$ cat src/rtl/rv32i_pkg.sv
// +----------------------------------------------------------------------+
// | rv32i_pkg : shared RV32I constants for the memory-access stage       |
// | Rev 1.0                                                              |
// +----------------------------------------------------------------------+
`default_nettype none

package rv32i_pkg;

  localparam int XLEN = 32;

  localparam logic [2:0] C_F3_LB  = 3'b000;
  localparam logic [2:0] C_F3_LH  = 3'b001;
  localparam logic [2:0] C_F3_LW  = 3'b010;
  localparam logic [2:0] C_F3_LBU = 3'b100;
  localparam logic [2:0] C_F3_LHU = 3'b101;
  localparam logic [2:0] C_F3_SB  = 3'b000;
  localparam logic [2:0] C_F3_SH  = 3'b001;
  localparam logic [2:0] C_F3_SW  = 3'b010;

  localparam logic C_EXC_MISALIGNED = 1'b0;
  localparam logic C_EXC_ILLEGAL    = 1'b1;

  typedef enum logic [1:0] {
    ST_IDLE = 2'd0,
    ST_REQ  = 2'd1,
    ST_WAIT = 2'd2
  } lsu_state_e;

endpackage

`default_nettype wire

$ cat src/rtl/lsu_align.sv
// +----------------------------------------------------------------------+
// | lsu_align : store lane/byte-enable generation, load extract/extend   |
// | Rev 1.0                                                              |
// +----------------------------------------------------------------------+
`default_nettype none

module lsu_align
  import rv32i_pkg::*;
(
  input  logic [2:0]      st_funct3,
  input  logic [1:0]      st_offset,
  input  logic [XLEN-1:0] st_data,
  output logic [3:0]      st_be,
  output logic [XLEN-1:0] st_lanes,
  input  logic [2:0]      ld_funct3,
  input  logic [1:0]      ld_offset,
  input  logic [XLEN-1:0] ld_rdata,
  output logic [XLEN-1:0] ld_data
);

  logic [7:0]  w_byte;
  logic [15:0] w_half;

  // funct3[1:0] encodes access size identically for loads and stores
  always_comb begin
    st_be    = 4'b1111;
    st_lanes = st_data;
    case (st_funct3[1:0])
      2'b00: begin
        st_be    = 4'b0001 << st_offset;
        st_lanes = {4{st_data[7:0]}};
      end
      2'b01: begin
        st_be    = 4'b0011 << {st_offset[1], 1'b0};
        st_lanes = {2{st_data[15:0]}};
      end
      default: ;
    endcase
  end

  always_comb begin
    case (ld_offset)
      2'd0:    w_byte = ld_rdata[7:0];
      2'd1:    w_byte = ld_rdata[15:8];
      2'd2:    w_byte = ld_rdata[23:16];
      default: w_byte = ld_rdata[31:24];
    endcase
    w_half = ld_offset[1] ? ld_rdata[31:16] : ld_rdata[15:0];
    case (ld_funct3)
      C_F3_LB:  ld_data = {{24{w_byte[7]}}, w_byte};
      C_F3_LH:  ld_data = {{16{w_half[15]}}, w_half};
      C_F3_LBU: ld_data = {24'd0, w_byte};
      C_F3_LHU: ld_data = {16'd0, w_half};
      default:  ld_data = ld_rdata;
    endcase
  end

endmodule

`default_nettype wire

$ cat src/rtl/load_store_unit.sv
// +----------------------------------------------------------------------+
// | load_store_unit : RV32I data-memory access stage, one txn in flight  |
// | Rev 1.0                                                              |
// +----------------------------------------------------------------------+
`default_nettype none

module load_store_unit
  import rv32i_pkg::*;
#(
  parameter int XLEN = rv32i_pkg::XLEN
) (
  input  logic            clk,
  input  logic            rst_n,
  input  logic            ex_valid,
  output logic            ex_ready,
  input  logic            ex_load,
  input  logic            ex_store,
  input  logic [2:0]      ex_funct3,
  input  logic [XLEN-1:0] ex_addr,
  input  logic [XLEN-1:0] ex_wdata,
  input  logic [4:0]      ex_rd,
  output logic            dmem_req,
  output logic            dmem_we,
  output logic [XLEN-1:0] dmem_addr,
  output logic [3:0]      dmem_be,
  output logic [XLEN-1:0] dmem_wdata,
  input  logic            dmem_gnt,
  input  logic            dmem_rvalid,
  input  logic [XLEN-1:0] dmem_rdata,
  output logic            wb_valid,
  output logic [4:0]      wb_rd,
  output logic [XLEN-1:0] wb_data,
  output logic            exc_valid,
  output logic            exc_cause,
  output logic [XLEN-1:0] exc_addr
);

  lsu_state_e      r_state;
  lsu_state_e      w_state_nxt;
  logic            w_legal;
  logic            w_misaligned;
  logic            w_accept;
  logic            w_fault;
  logic [2:0]      r_funct3;
  logic [1:0]      r_offset;
  logic [4:0]      r_rd;
  logic [3:0]      w_st_be;
  logic [XLEN-1:0] w_st_lanes;
  logic [XLEN-1:0] w_ld_data;

  lsu_align u_align (
    .st_funct3 (ex_funct3),
    .st_offset (ex_addr[1:0]),
    .st_data   (ex_wdata),
    .st_be     (w_st_be),
    .st_lanes  (w_st_lanes),
    .ld_funct3 (r_funct3),
    .ld_offset (r_offset),
    .ld_rdata  (dmem_rdata),
    .ld_data   (w_ld_data)
  );

  always_comb begin
    w_legal = 1'b0;
    if (ex_load && !ex_store) begin
      case (ex_funct3)
        C_F3_LB, C_F3_LH, C_F3_LW, C_F3_LBU, C_F3_LHU: w_legal = 1'b1;
        default: ;
      endcase
    end else if (ex_store && !ex_load) begin
      case (ex_funct3)
        C_F3_SB, C_F3_SH, C_F3_SW: w_legal = 1'b1;
        default: ;
      endcase
    end
    w_misaligned = ((ex_funct3[1:0] == 2'b01) && ex_addr[0]) ||
                   ((ex_funct3[1:0] == 2'b10) && (ex_addr[1:0] != 2'b00));
  end

  always_comb begin
    w_state_nxt = r_state;
    ex_ready    = 1'b0;
    w_accept    = 1'b0;
    w_fault     = 1'b0;
    case (r_state)
      ST_IDLE: begin
        ex_ready = 1'b1;
        if (ex_valid && (ex_load || ex_store)) begin
          if (!w_legal || w_misaligned) begin
            w_fault = 1'b1;
          end else begin
            w_accept    = 1'b1;
            w_state_nxt = ST_REQ;
          end
        end
      end
      ST_REQ:  if (dmem_gnt) w_state_nxt = dmem_we ? ST_IDLE : ST_WAIT;
      ST_WAIT: if (dmem_rvalid) w_state_nxt = ST_IDLE;
      default: w_state_nxt = ST_IDLE;
    endcase
  end

  always_ff @(posedge clk or negedge rst_n) begin
    if (!rst_n) r_state <= ST_IDLE;
    else        r_state <= w_state_nxt;
  end

  always_ff @(posedge clk or negedge rst_n) begin
    if (!rst_n) begin
      dmem_req   <= 1'b0;
      dmem_we    <= 1'b0;
      dmem_addr  <= '0;
      dmem_be    <= 4'b0000;
      dmem_wdata <= '0;
      wb_valid   <= 1'b0;
      wb_rd      <= 5'd0;
      wb_data    <= '0;
      exc_valid  <= 1'b0;
      exc_cause  <= 1'b0;
      exc_addr   <= '0;
      r_funct3   <= 3'd0;
      r_offset   <= 2'd0;
      r_rd       <= 5'd0;
    end else begin
      wb_valid  <= 1'b0;
      exc_valid <= 1'b0;
      if (w_accept) begin
        dmem_req   <= 1'b1;
        dmem_we    <= ex_store;
        dmem_addr  <= {ex_addr[XLEN-1:2], 2'b00};
        dmem_be    <= w_st_be;
        dmem_wdata <= w_st_lanes;
        r_funct3   <= ex_funct3;
        r_offset   <= ex_addr[1:0];
        r_rd       <= ex_rd;
      end
      if ((r_state == ST_REQ) && dmem_gnt) dmem_req <= 1'b0;
      // illegal outranks misaligned when both apply
      if (w_fault) begin
        exc_valid <= 1'b1;
        exc_cause <= w_legal ? C_EXC_MISALIGNED : C_EXC_ILLEGAL;
        exc_addr  <= ex_addr;
      end
      if ((r_state == ST_WAIT) && dmem_rvalid) begin
        wb_valid <= 1'b1;
        wb_rd    <= r_rd;
        wb_data  <= w_ld_data;
      end
    end
  end

endmodule

`default_nettype wire

$ cat config.mk
export PLATFORM = sky130hd
export DESIGN_NAME = load_store_unit
export DESIGN_NICKNAME = d
export VERILOG_FILES = /design/src/rtl/rv32i_pkg.sv /design/src/rtl/lsu_align.sv /design/src/rtl/load_store_unit.sv
export SDC_FILE = /design/constraint.sdc
export NUM_CORES = 1
export LEC_CHECK = 0
export CORE_ASPECT_RATIO = 0.5
export CORE_MARGIN = 2
export CORE_UTILIZATION = 23
export CTS_CLUSTER_SIZE = 8
export DETAILED_ROUTE_END_ITERATION = 8
export DONT_BUFFER_PORTS = 1
export SYNTH_ARGS = -nofsm -noshare
export SYNTH_HDL_FRONTEND = slang
export SYNTH_SLANG_ARGS = --single-unit
$ cat constraint.sdc
create_clock -name clk -period 3.05 [get_ports clk]
set_clock_uncertainty 0.15 [all_clocks]
set_input_delay 0.305 -clock clk [delete_from_list [all_inputs] [get_ports clk]]
set_output_delay 0.305 -clock clk [all_outputs]
set_load 0.03 [all_outputs]
* Yosys cells after proc, flatten, opt, wreduce, memory -nomap -nowiden
Index checks and enable logic that the tools add are counted.
Storage, ports and cells: flip-flop bits (word level) 152, input bits 111, output and inout bits 143
Cells by class: equal/unequal tests 17, shifts and indexed selects 2, mux-type cells 27, reduce and logical (&&, ||, !) cells 23
Operator list (number):
- 32-bit one-hot mux with 4 select lines | 1
- 32-bit one-hot mux with 2 select lines | 1
- 8-bit one-hot mux with 3 select lines | 1
- 1-bit two-way mux | 16
- 16-bit two-way mux | 1
- 3-bit == test, second input constant | 4
- 2-bit two-way mux | 5
- 2-bit != test, second input constant | 4
- 4-bit one-hot mux with 2 select lines | 1
- 1-bit logical AND | 7
- 2-bit by 1-bit == test with 1-bit output, second input constant | 3
- 2-bit == test, second input constant | 3
- 3-bit by 1-bit == test with 1-bit output, second input constant | 2
- 2-bit logical NOT | 3
- 3-bit logical NOT | 2
- 2-bit one-hot mux with 3 select lines | 1
- 5-bit OR reduction | 1
- 4-bit AND reduction | 1
- 2-bit nonzero test | 2
- 1-bit by 2-bit left shift with 4-bit output, first input constant | 1
- 2-bit by 2-bit left shift with 4-bit output, first input constant | 1
- 3-bit by 2-bit == test with 1-bit output, second input constant | 1
- 1-bit logical NOT | 3
- 1-bit logical OR | 3
- 3-bit OR reduction | 1

* Longest topological paths before layout
Gate-level depths: netlist (run 1).
word-level depth 12, gate-level depth with buffers 7, depth with buffers taken out 4

* By module
A second synthesis (run 1) with hierarchy kept.
Second synthesis, totals: cells, all modules 761, area total of the unflattened synthesis 7831.3 µm²
Modules (own cells, without submodules):
- load_store_unit | times used 1, cells an instance 584, area each 6553.8 µm²
- lsu_align | times used 1, cells an instance 177, area each 1277.5 µm²

* Least setup slack after synthesis (run 1)
Ideal clock, no wire load.
path type register to register, start point reg r_state[1], end point reg r_funct3[0], library setup time 128 ps, arrival 2066 ps, data required time 2772 ps, setup slack 707 ps, stages on the path, launching flop included 7, buffers on the path 2, path through dfrtp_1 -> nor2_1 -> o211a_1 -> nor3b_4 -> buf_6 -> buf_6 -> mux2_1
Between the ends: word-level cells in the longest chain between the ends 2
Ends and longest elaborated chain:
- from (decl) | RTL line load_store_unit.sv:38 | lsu_state_e r_state;
- from (signal assigned) | RTL line load_store_unit.sv:105 | else r_state <= w_state_nxt;
- 2-bit logical NOT | RTL line load_store_unit.sv:85 | case (r_state)
- 1-bit two-way mux | RTL line load_store_unit.sv:85
- to (signal assigned) | RTL line load_store_unit.sv:133 | r_funct3 <= ex_funct3;
- to (decl) | RTL line load_store_unit.sv:44 | logic [2:0] r_funct3;
No other way between the ends. A chain may end at the register's enable or synchronous reset.

* Worst setup path after layout (run 1)
start point reg r_offset[1], end point reg wb_data[29]
Between the ends: word-level cells in the longest chain between the ends 3
Ends and longest elaborated chain:
- from (decl) | RTL line load_store_unit.sv:45 | logic [1:0] r_offset;
- from (signal assigned) | RTL line load_store_unit.sv:134 | r_offset <= ex_addr[1:0];
- 2-bit == test, or another cell as far along | RTL line lsu_align.sv:42 | case (ld_offset)
- 8-bit one-hot mux with 3 select lines | RTL line lsu_align.sv:42
- 32-bit one-hot mux with 4 select lines * | RTL line lsu_align.sv:49 | case (ld_funct3)
- to (signal assigned) | RTL line load_store_unit.sv:147 | wb_data <= w_ld_data;
- to (decl) | RTL line load_store_unit.sv:32 | output logic [XLEN-1:0] wb_data,
Every way passes the cells marked *; elsewhere a longest branch is shown, timed or not.

==> impl_metrics.yaml, run 1 <==
sta:
  max_freq_mhz: 434
  period_share_pct: 75.5
  setup_tns_ps: 0
  holdWs_ps: -576
  relSlewSlack_pct: 47.7
  rsz0062_at_grt: "no"
  tightestPinTransition_ps: 782
  hold_viol: 152
  min_period_ps: 2300
  setup_viol: 0
  drv_slew: 0
power_and_ir_drop:
  leakage_nw: 3.66
  vdd_drop_max_mv: 0.333
  power.total_mw: 8.26
  pwr_density_cell_nw_per_um2: 959
global_routing:
  grt_util_met3_pct: 2.59
  grt_most_used_layer: "met2"
  use_met2_pct: 24.7
  grt_pass1_vias: 4849
  grt_max_degree: 153
  grt_overflow: 0
  grt.total_usage_pct: 13.2
  grt_pass1_wl_mm: 31.0
  antenna_found_initial: 0
  grtUsageMet1_pct: 14.1
clocking:
  clockRootBuffer: "clkbuf_16"
  htreeDepth: 4
  clkSinkCount: 152
  clockBufferDepth: 2
  cts.clk_slew.worst_paths_ps: 70
  cts_buffers: 17
  post_cts_resized: 0
  cts_tree: "yes"
  hold_buffers: 95
  cts_setup_buffers: 0
  insertion_delay_ps: 410
routing:
  drcViolationCount: 0
  drt_first_pass_iters: 4
  route.detailed.wl_per_inst_microns: 20.0
  drt_wl_total_mm: 20.2
  vias: 4620
  viasPerCell: 4.57
  drtIter0Drc: 289
  ant_nets: 0
yosys:
  ys_top_cells_by_area: "dfrtp_1, mux2_2, nand3_1"
  yosysMostFrequentCell: "dfrtp_1"
  synth_cell_types: 42
  synth_top_flop_cell: "dfrtp_1"
  synth_top_area_share_pct: 57.1
  ys_warn_count: 0
  syn_avg_cell_area_sq_um: 12.7
  synth-edff-count: 0
  synth-seq-cells: 152
  async_reset_ff_share_pct: 100
  synthCells: 524
  seq_area_frac_synth_pct: 57.1
  synth_top_area_cell: "dfrtp_1"
  synth_area_sq_um: 6660
  synth_common_cells: "dfrtp_1, mux2_2, nand2_1"
worst_setup_path:
  rr_worst_depth: 4
  rr_startpoint: "r_offset[1]$_DFFE_PN0P_"
  critPathKind: "flip-flop to flip-flop"
  critPathRequiredTime_ps: 3150
  crit_path_end_kind: "flip-flop"
  cp_slowest_cell: "dfrtp_1"
  cp-start-kind: "flip-flop"
  critical-path-max-stage-delay_ps: 640
  reg2reg_slack_ps: 750
  crit_path_max_fanout: 16
  critPathArrivalTime_ps: 2410
  reg2reg_to: "wb_data[29]$_DFFE_PN0P_"
  critical_path.cell_chain: "clkinv_1 -> mux4_2 -> nand2_1 -> nand3_1"
finish:
  multi_input_area_sq_um: 2650
  seq_area_sq_um: 3800
  final_layout_size_suffix_gt1_share_pct: 27.5
  layout.cells.non_filler: 1010
  n_fill_cell: 2802
  fin_nets: 726
  diodes: 0
  fin_util_pct: 30.7
  area_delta_synth_final_pct: 29.3
floorplan:
  die_w_microns: 245
  start_util_pct: 23.7
  dieArea_sq_um: 30400
  pin_count: 254
  die_h_microns: 124
  num_rows: 43
  core_area_sq_um: 28100
status:
  failed_checks: "negative hold slack"
  status: "complete, but fails checks"
placed_design:
  dp_hpwl_mm: 13.7
  gp_congestion: 0.809
  place_inst: 883
  io_buffers: 0
job:
  cap_violations: 0
worst_hold_path:
  hold_class: "input port to async pin"
==> final cells by class <==
class	instances	area share (%)
well taps	382	5.55
repair buffers	106	12.2
flip-flops and latches	152	44.2
clock inverters	13	1.67
inverters	10	0.436
multi-input cells	328	30.7
clock buffers	19	5.26
==> state kept, by name, summed over array words and instances (netlist names) <==
| name | flops |
|---|---|
| dmem_wdata | 32 |
| exc_addr | 32 |
| wb_data | 32 |
| dmem_addr | 30 |
| r_rd | 5 |
| wb_rd | 5 |
| dmem_be | 4 |
| r_funct3 | 3 |
| r_offset | 2 |
| r_state | 2 |
| dmem_req | 1 |
| dmem_we | 1 |
| exc_cause | 1 |
| exc_valid | 1 |
| wb_valid | 1 |
==> cells in the final DEF, fill, tap and decap left out, types with 8 or more instances in the layout <==
master / instances
mux2_2: 118
inv_1: 9
buf_4: 10
dfrtp_1: 152
nand3_1: 33
nor2_1: 16
clkbuf_16: 17
mux2i_1: 11
nand2_1: 43
nor3_1: 8
o21ai_0: 21
a21oi_1: 8
dlygate4sd3_1: 95
==> routing by layer <==
metal  vias to the layer above  wire length [microns]
met4                         0                    817
met2                       113                  11300
li1                       2054                      -
met1                      2411                   7330
met3                        42                    710
met5                         -                      0
==> cell families after synthesis <==
group	count (synthesis)	synth area share, %
flip-flops	152	57.1
AND/OR/NAND/NOR	119	8.77
AO/OA/AOI/OAI	70	7.48
other	1	0.0563
XOR/XNOR	1	0.132
buffers and inverters	45	3.33
multiplexers	136	23.1
==> critical path: cells and delay by family (launching register included) <==
family | cells | cell delay (ps)
flops | 1 | 640
buf+inv | 1 | 220
mux | 1 | 470
simple gates | 2 | 660
==> worst max-delay path by stage <==
stage | slack [ps] | cells after the start | end | from
finish | 750 | 4 | wb_data[29]$_DFFE_PN0P_ | r_offset[1]$_DFFE_PN0P_
detailed placement | 760 | 4 | wb_data[29]$_DFFE_PN0P_ | r_offset[1]$_DFFE_PN0P_
floorplan | 710 | 6 | r_funct3[0]$_DFFE_PN0P_ | r_state[1]$_DFFE_PN0P_
CTS | 740 | 4 | wb_data[29]$_DFFE_PN0P_ | r_offset[1]$_DFFE_PN0P_
global placement | 850 | 5 | dmem_addr[10]$_DFFE_PN0P_ | r_state[1]$_DFFE_PN0P_
global route | 600 | 4 | wb_data[29]$_DFFE_PN0P_ | r_offset[1]$_DFFE_PN0P_
==> through the flow <==
stage                     setup WS [ps]  area (sq um)
after floorplan                     707          6660
after global placement              855          7060
after detailed placement            757          7060
after CTS                           743          8610
after global routing                600          8610
final                               746          8610
==> where the power goes <==
part	internal (mW)	switching [mW]
Sequential	2.73	2.12
Clock	1.26	0.877
Combinational	0.761	0.513
Total	4.75	3.51
Power figures use the tool's default switching activity.
==> run 2: changes to the inputs <==
Clock period 3.05 ns to 1.9 ns, I/O delays scaled along.
==> run 2 against run 1 <==
Compared with the run above: the flow finishes with violations (negative hold slack, negative setup slack); via count rose by 5.3%; global-route usage rose by 0.21 points; final cell count rose by 4.5%; register-to-register slack got worse by 780 ps; total power rose by 64%; non-clock buffer count rose by 43; combinational power rose by 100%; sequential share of layout area fell by 3.2 points; critical endpoint is now dmem_wdata[18]$_DFFE_PN0P_.
==> impl_metrics.yaml, run 2 (synthesized netlist as in run 1, its figures left out) <==
finish:
  area_delta_synth_final_pct: 39.4
  fin_nets: 769
  fin_util_pct: 33.1
  top_regs: "dmem_wdata x32, exc_addr x32, wb_data x32"
  finalInstanceArea_sq_um: 9290
  layout.cells.non_filler: 1055
  mostFrequentLayoutCells: "dfrtp_1, dlygate4sd3_1, mux2_2"
  multi_input_area_sq_um: 2860
  seq_area_sq_um: 3810
  final_common_cell: "dfrtp_1"
  n_fill_cell: 2753
  final_layout_size_suffix_gt1_share_pct: 30.7
power_and_ir_drop:
  leakage_nw: 4.03
  switching_share_pct: 42.3
  clock_power_share_pct: 24.1
  vdd_drop_max_mv: 0.565
  pwr-share-seq_pct: 57.1
  p_int_mw: 7.84
  pwr-share-comb_pct: 18.8
  pwr_density_cell_nw_per_um2: 1460
  p_sw_mw: 5.74
routing:
  vias: 4863
  drt_first_pass_iters: 4
  ant_nets: 0
  route.detailed.wl_per_inst_microns: 20.0
  viasPerCell: 4.61
  drtIter0Drc: 341
  drt_wl_total_mm: 21.1
  drcViolationCount: 0
floorplan:
  core_area_sq_um: 28100
  die_w_microns: 245
  dieArea_sq_um: 30400
  start_util_pct: 23.7
  num_rows: 43
  pin_count: 254
  die_h_microns: 124
clocking:
  htreeDepth: 4
  clockRootBuffer: "clkbuf_16"
  hold_buffers: 112
  cts_tree: "yes"
  cts_buffers: 17
  cts.clk_slew.worst_paths_ps: 70
  insertion_delay_ps: 420
  clkSinkCount: 152
  clockBufferDepth: 2
placed_design:
  io_buffers: 0
  gp_congestion: 0.830
  postPlaceCellArea_sq_um: 7290
  pre_cts_slack_ps: -1.06
  place_inst: 904
  dp_hpwl_mm: 13.6
sta:
  setup_ws_ps: -30.9
  period_share_pct: 102
  tightestPinTransition_ps: 1020
  holdWs_ps: -696
  relSlewSlack_pct: 32.2
  max_freq_mhz: 518
  rsz0062_at_grt: "yes"
  setup_tns_ps: -133
  min_period_ps: 1930
  setup_viol: 17
  hold_viol: 152
  drv_slew: 0
global_routing:
  grt.total_usage_pct: 13.4
  grt_overflow: 0
  grt_pass1_vias: 5205
  grt_pass1_wl_mm: 31.7
  antenna_found_initial: 1
  grt_max_degree: 153
worst_setup_path:
  critPathArrivalTime_ps: 2080
  reg2reg_to: "dmem_wdata[18]$_DFFE_PN0P_"
  reg2reg_slack_ps: -30
  critPathKind: "flip-flop to flip-flop"
  crit_path_max_fanout: 8
  critPathRequiredTime_ps: 2050
  rr_worst_depth: 6
  cp-start-kind: "flip-flop"
  rr_startpoint: "r_state[1]$_DFFE_PN0P_"
  crit_path_end_kind: "flip-flop"
worst_hold_path:
  hold_class: "input port to async pin"
status:
  failed_checks: "negative hold slack, negative setup slack"
  status: "complete, but fails checks"
job:
  cap_violations: 0
==> run 2: cell types whose count changed in the layout (fill, tap and decap cells not counted), sizes merged <==
cell,previous run,this run
diode,0,2
clkbuf,19,22
dlygate4sd3,95,111
clkinv,8,3
clkinvlp,1,5
dlymetal6s4s,0,1
inv,12,13
buf,11,35
bufinv,2,1
==> run 2: per-layer routing <==
| layer | vias up | share of wire, % | global-route usage [%] |
|---|---|---|---|
| li1 | 2147 | - | - |
| met1 | 2539 | 36 | 14.3 |
| met2 | 127 | 56 | 24.8 |
| met3 | 50 | 3.7 | 2.82 |
| met4 | 0 | 3.9 | 6.64 |
| met5 | - | 0 | 0 |
==> run 2: critical path, cell delays in order (launching register included) <==
cell     delay (ps)
dfrtp_2         430
nor2_4          110
o211a_1         160
nor3b_4         250
buf_6           220
buf_6           170
mux2_2          330
==> run 2: area by class of cell <==
| cell class | instances | area share, % |
|---|---|---|
| antenna | 2 | 0.0539 |
| clock inverter | 12 | 1.25 |
| multi-input combinational | 328 | 30.8 |
| clock buffer | 20 | 4.81 |
| sequential | 152 | 41.0 |
| inverter | 10 | 0.404 |
| timing repair buffer | 149 | 16.6 |
| tap | 382 | 5.15 |
==> run 2: power by group through the flow <==
stage | clock network, mW | registers (mW) | logic [mW]
6_report | 3.28 | 7.75 | 2.55
4_1_cts | 3.36 | 7.74 | 2.26
3_5_place_dp | 0 | 7.80 | 2.02
2_1_floorplan | 0 | 7.28 | 1.69
5_1_grt | 3.51 | 7.86 | 2.79
3_3_place_gp | 0 | 7.78 | 1.93
==> run 2: what timing repair did <==
| action | in CTS | in global routing |
|---|---|---|
| endpoints found under the setup margin | 19 | 82 |
| endpoints found under the hold margin | 296 | 152 |
| gates resized for setup | 0 | 62 |
| gates cloned | 0 | 3 |
| buffers inserted | 0 | 2 |
| pin swaps | 0 | 2 |
==> run 2: stage by stage <==
stage          power [mW]  hold slack [ps]
4_1_cts              13.4             -715
3_5_place_dp         9.82             -253
3_3_place_gp         9.71             -253
6_report             13.6             -696
2_1_floorplan        8.97             -256
5_1_grt              14.2             -725
==> run 2: worst max-delay path by stage <==
stage	startpoint	end	slack, ps	depth (start not counted)
finish	r_state[1]$_DFFE_PN0P_	dmem_wdata[18]$_DFFE_PN0P_	-30	6
global route	r_state[1]$_DFFE_PN0P_	dmem_addr[20]$_DFFE_PN0P_	-70	6
CTS	r_state[0]$_DFFE_PN0P_	dmem_wdata[6]$_DFFE_PN0P_	-20	6
detailed placement	r_state[0]$_DFFE_PN0P_	dmem_wdata[17]$_DFFE_PN0P_	-1	6
global placement	r_state[0]$_DFFE_PN0P_	dmem_addr[11]$_DFFE_PN0P_	10	6
floorplan	r_state[0]$_DFFE_PN0P_	r_funct3[0]$_DFFE_PN0P_	-160	6
==> run 3: changes to the inputs <==
Settings changed: TNS_END_PERCENT set to 50.
==> run 3 against run 2 <==
Compared with the run above: the flow still finishes with violations (negative hold slack, negative setup slack); cell area shrank 0.89%; worst setup slack gained 9.5 ps; sequential share of layout area grew 0.37 points; sequential cell count is the same; worst hold slack gained 1.6 ps; non-clock buffer count is the same; combinational power shrank 4%; first-iteration DRC count grew 7.3%; fmax grew 0.50%; total power shrank 0.87%; highest routed layer unchanged.
==> impl_metrics.yaml, run 3 (synthesized netlist as in run 1, its figures left out) <==
status:
  status: "complete, but fails checks"
  failed_checks: "negative hold slack, negative setup slack"
power_and_ir_drop:
  pwr_density_cell_nw_per_um2: 1460
  pwr-share-seq_pct: 57.5
  clock_power_share_pct: 24.3
  vdd_drop_max_mv: 0.564
  switching_share_pct: 42.4
  leakage_nw: 3.98
  p_sw_mw: 5.70
  pwr-share-comb_pct: 18.2
  p_int_mw: 7.76
finish:
  fin_nets: 769
  fin_util_pct: 32.8
  area_delta_synth_final_pct: 38.2
  mostFrequentLayoutCells: "dfrtp_1, dlygate4sd3_1, mux2_2"
  top_regs: "dmem_wdata x32, exc_addr x32, wb_data x32"
  final_layout_size_suffix_gt1_share_pct: 30.7
  layout.cells.non_filler: 1055
  final_common_cell: "dfrtp_1"
sta:
  setup_ws_ps: -21.4
  setup_tns_ps: -22.5
  setup_viol: 2
  tightestPinTransition_ps: 1020
  max_freq_mhz: 520
  period_share_pct: 101
  drv_slew: 0
  min_period_ps: 1920
  hold_viol: 152
  rsz0062_at_grt: "yes"
  relSlewSlack_pct: 31.8
  holdWs_ps: -694
placed_design:
  pre_cts_slack_ps: -1.06
  gp_congestion: 0.830
  io_buffers: 0
  dp_hpwl_mm: 13.6
  place_inst: 904
worst_setup_path:
  rr_worst_depth: 6
  cp_slowest_cell: "dlygate4sd3_1"
  critPathRequiredTime_ps: 2050
  cp_top_family: "buffers and inverters"
  critical-path-max-stage-delay_ps: 720
  critPathArrivalTime_ps: 2070
  cpMostUsedCell: "dlygate4sd3_1"
  reg2reg_slack_ps: 0
  critPathKind: "input port to flip-flop"
  reg2reg_to: "dmem_addr[5]$_DFFE_PN0P_"
  crit_path_end_kind: "flip-flop"
  critical_path.cell_chain: "dlygate4sd3_1 -> nor2_1 -> o21bai_1 -> dlygate4sd3_1 -> mux2_4"
  path_buf_inv: 2
  rr_startpoint: "r_state[1]$_DFFE_PN0P_"
  cp-start-kind: "input port"
  crit_path_max_fanout: 8
global_routing:
  grt_max_degree: 153
  grt.total_usage_pct: 13.4
  grt_pass1_vias: 5205
  antenna_found_initial: 1
  grt_overflow: 0
  grt_pass1_wl_mm: 31.7
clocking:
  htreeDepth: 4
  cts_tree: "yes"
  clockRootBuffer: "clkbuf_16"
  cts.clk_slew.worst_paths_ps: 70
  hold_buffers: 112
  clkSinkCount: 152
  cts_buffers: 17
  insertion_delay_ps: 420
  clockBufferDepth: 2
floorplan:
  pin_count: 254
  die_h_microns: 124
  start_util_pct: 23.7
  dieArea_sq_um: 30400
  core_area_sq_um: 28100
  num_rows: 43
  die_w_microns: 245
routing:
  drt_first_pass_iters: 4
  vias: 4803
  drtIter0Drc: 366
  viasPerCell: 4.55
  drcViolationCount: 0
  route.detailed.wl_per_inst_microns: 19.8
  ant_nets: 0
  drt_wl_total_mm: 20.9
worst_hold_path:
  hold_class: "input port to async pin"
job:
  cap_violations: 0
run 3: cell types whose count changed in the layout (fill, tap and decap cells not counted):
cell and change:
buf_4 +3, buf_8 -1, mux2_4 -18, buf_6 -2, mux2_2 +18
run 3: layout make-up:
| cell class | count | area, sq um |
|---|---|---|
| Antenna cell | 2 | 5.00 |
| Clock buffer | 20 | 447 |
| Clock inverter | 12 | 116 |
| Fill cell | 2762 | 18900 |
| Inverter | 10 | 37.5 |
| Multi-Input combinational cell | 328 | 2790 |
| Sequential cell | 152 | 3810 |
| Tap cell | 382 | 478 |
| Timing Repair Buffer | 149 | 1530 |
run 3: how the worst max path moves through the flow:
stage                           startpoint                         end  slack [ps]  cells after the start
floorplan           r_state[0]$_DFFE_PN0P_     r_funct3[0]$_DFFE_PN0P_        -160                      6
global placement    r_state[0]$_DFFE_PN0P_   dmem_addr[11]$_DFFE_PN0P_          10                      6
detailed placement  r_state[0]$_DFFE_PN0P_  dmem_wdata[17]$_DFFE_PN0P_          -1                      6
CTS                 r_state[0]$_DFFE_PN0P_   dmem_wdata[6]$_DFFE_PN0P_         -20                      6
global route        r_state[1]$_DFFE_PN0P_    dmem_addr[5]$_DFFE_PN0P_         -70                      6
finish                        ex_funct3[0]      dmem_be[1]$_DFFE_PN0P_         -20                      5
run 3: worst register-to-register path: stages, from the launching register on:
cell and delay, ps:
dfrtp_2 430, nor2_4 110, o211a_1 160, nor3b_4 230
buf_4 180, buf_12 170, mux2_2 360
run 3: what timing repair did:
action                                 4_1_cts  5_1_grt
cloned                                       0        3
buffers inserted                             0        2
setup endpoints to repair                   19       82
endpoints found under the hold margin      296      152
pin swaps                                    0        2
resized for setup                            0       40
run 3: layer usage:
layer	routed length (microns)	up-vias	track usage [%]
met1	7620	2472	14.3
li1	-	2149	-
met5	0	-	0
met2	11600	126	24.8
met4	881	0	6.64
met3	823	56	2.82
run 3: power by group through the flow:
stage          Sequential [mW]  Clock, mW  Combinational, mW
2_1_floorplan             7.28          0               1.69
3_3_place_gp              7.78          0               1.93
3_5_place_dp              7.80          0               2.02
4_1_cts                   7.74       3.36               2.26
5_1_grt                   7.85       3.51               2.69
6_report                  7.74       3.27               2.45
run 3: metrics by stage:
stage | power [mW] | cell area, sq um
global route | 14.1 | 9200
global placement | 9.71 | 7290
CTS | 13.4 | 8980
finish | 13.5 | 9200
floorplan | 8.97 | 6690
detailed placement | 9.82 | 7290
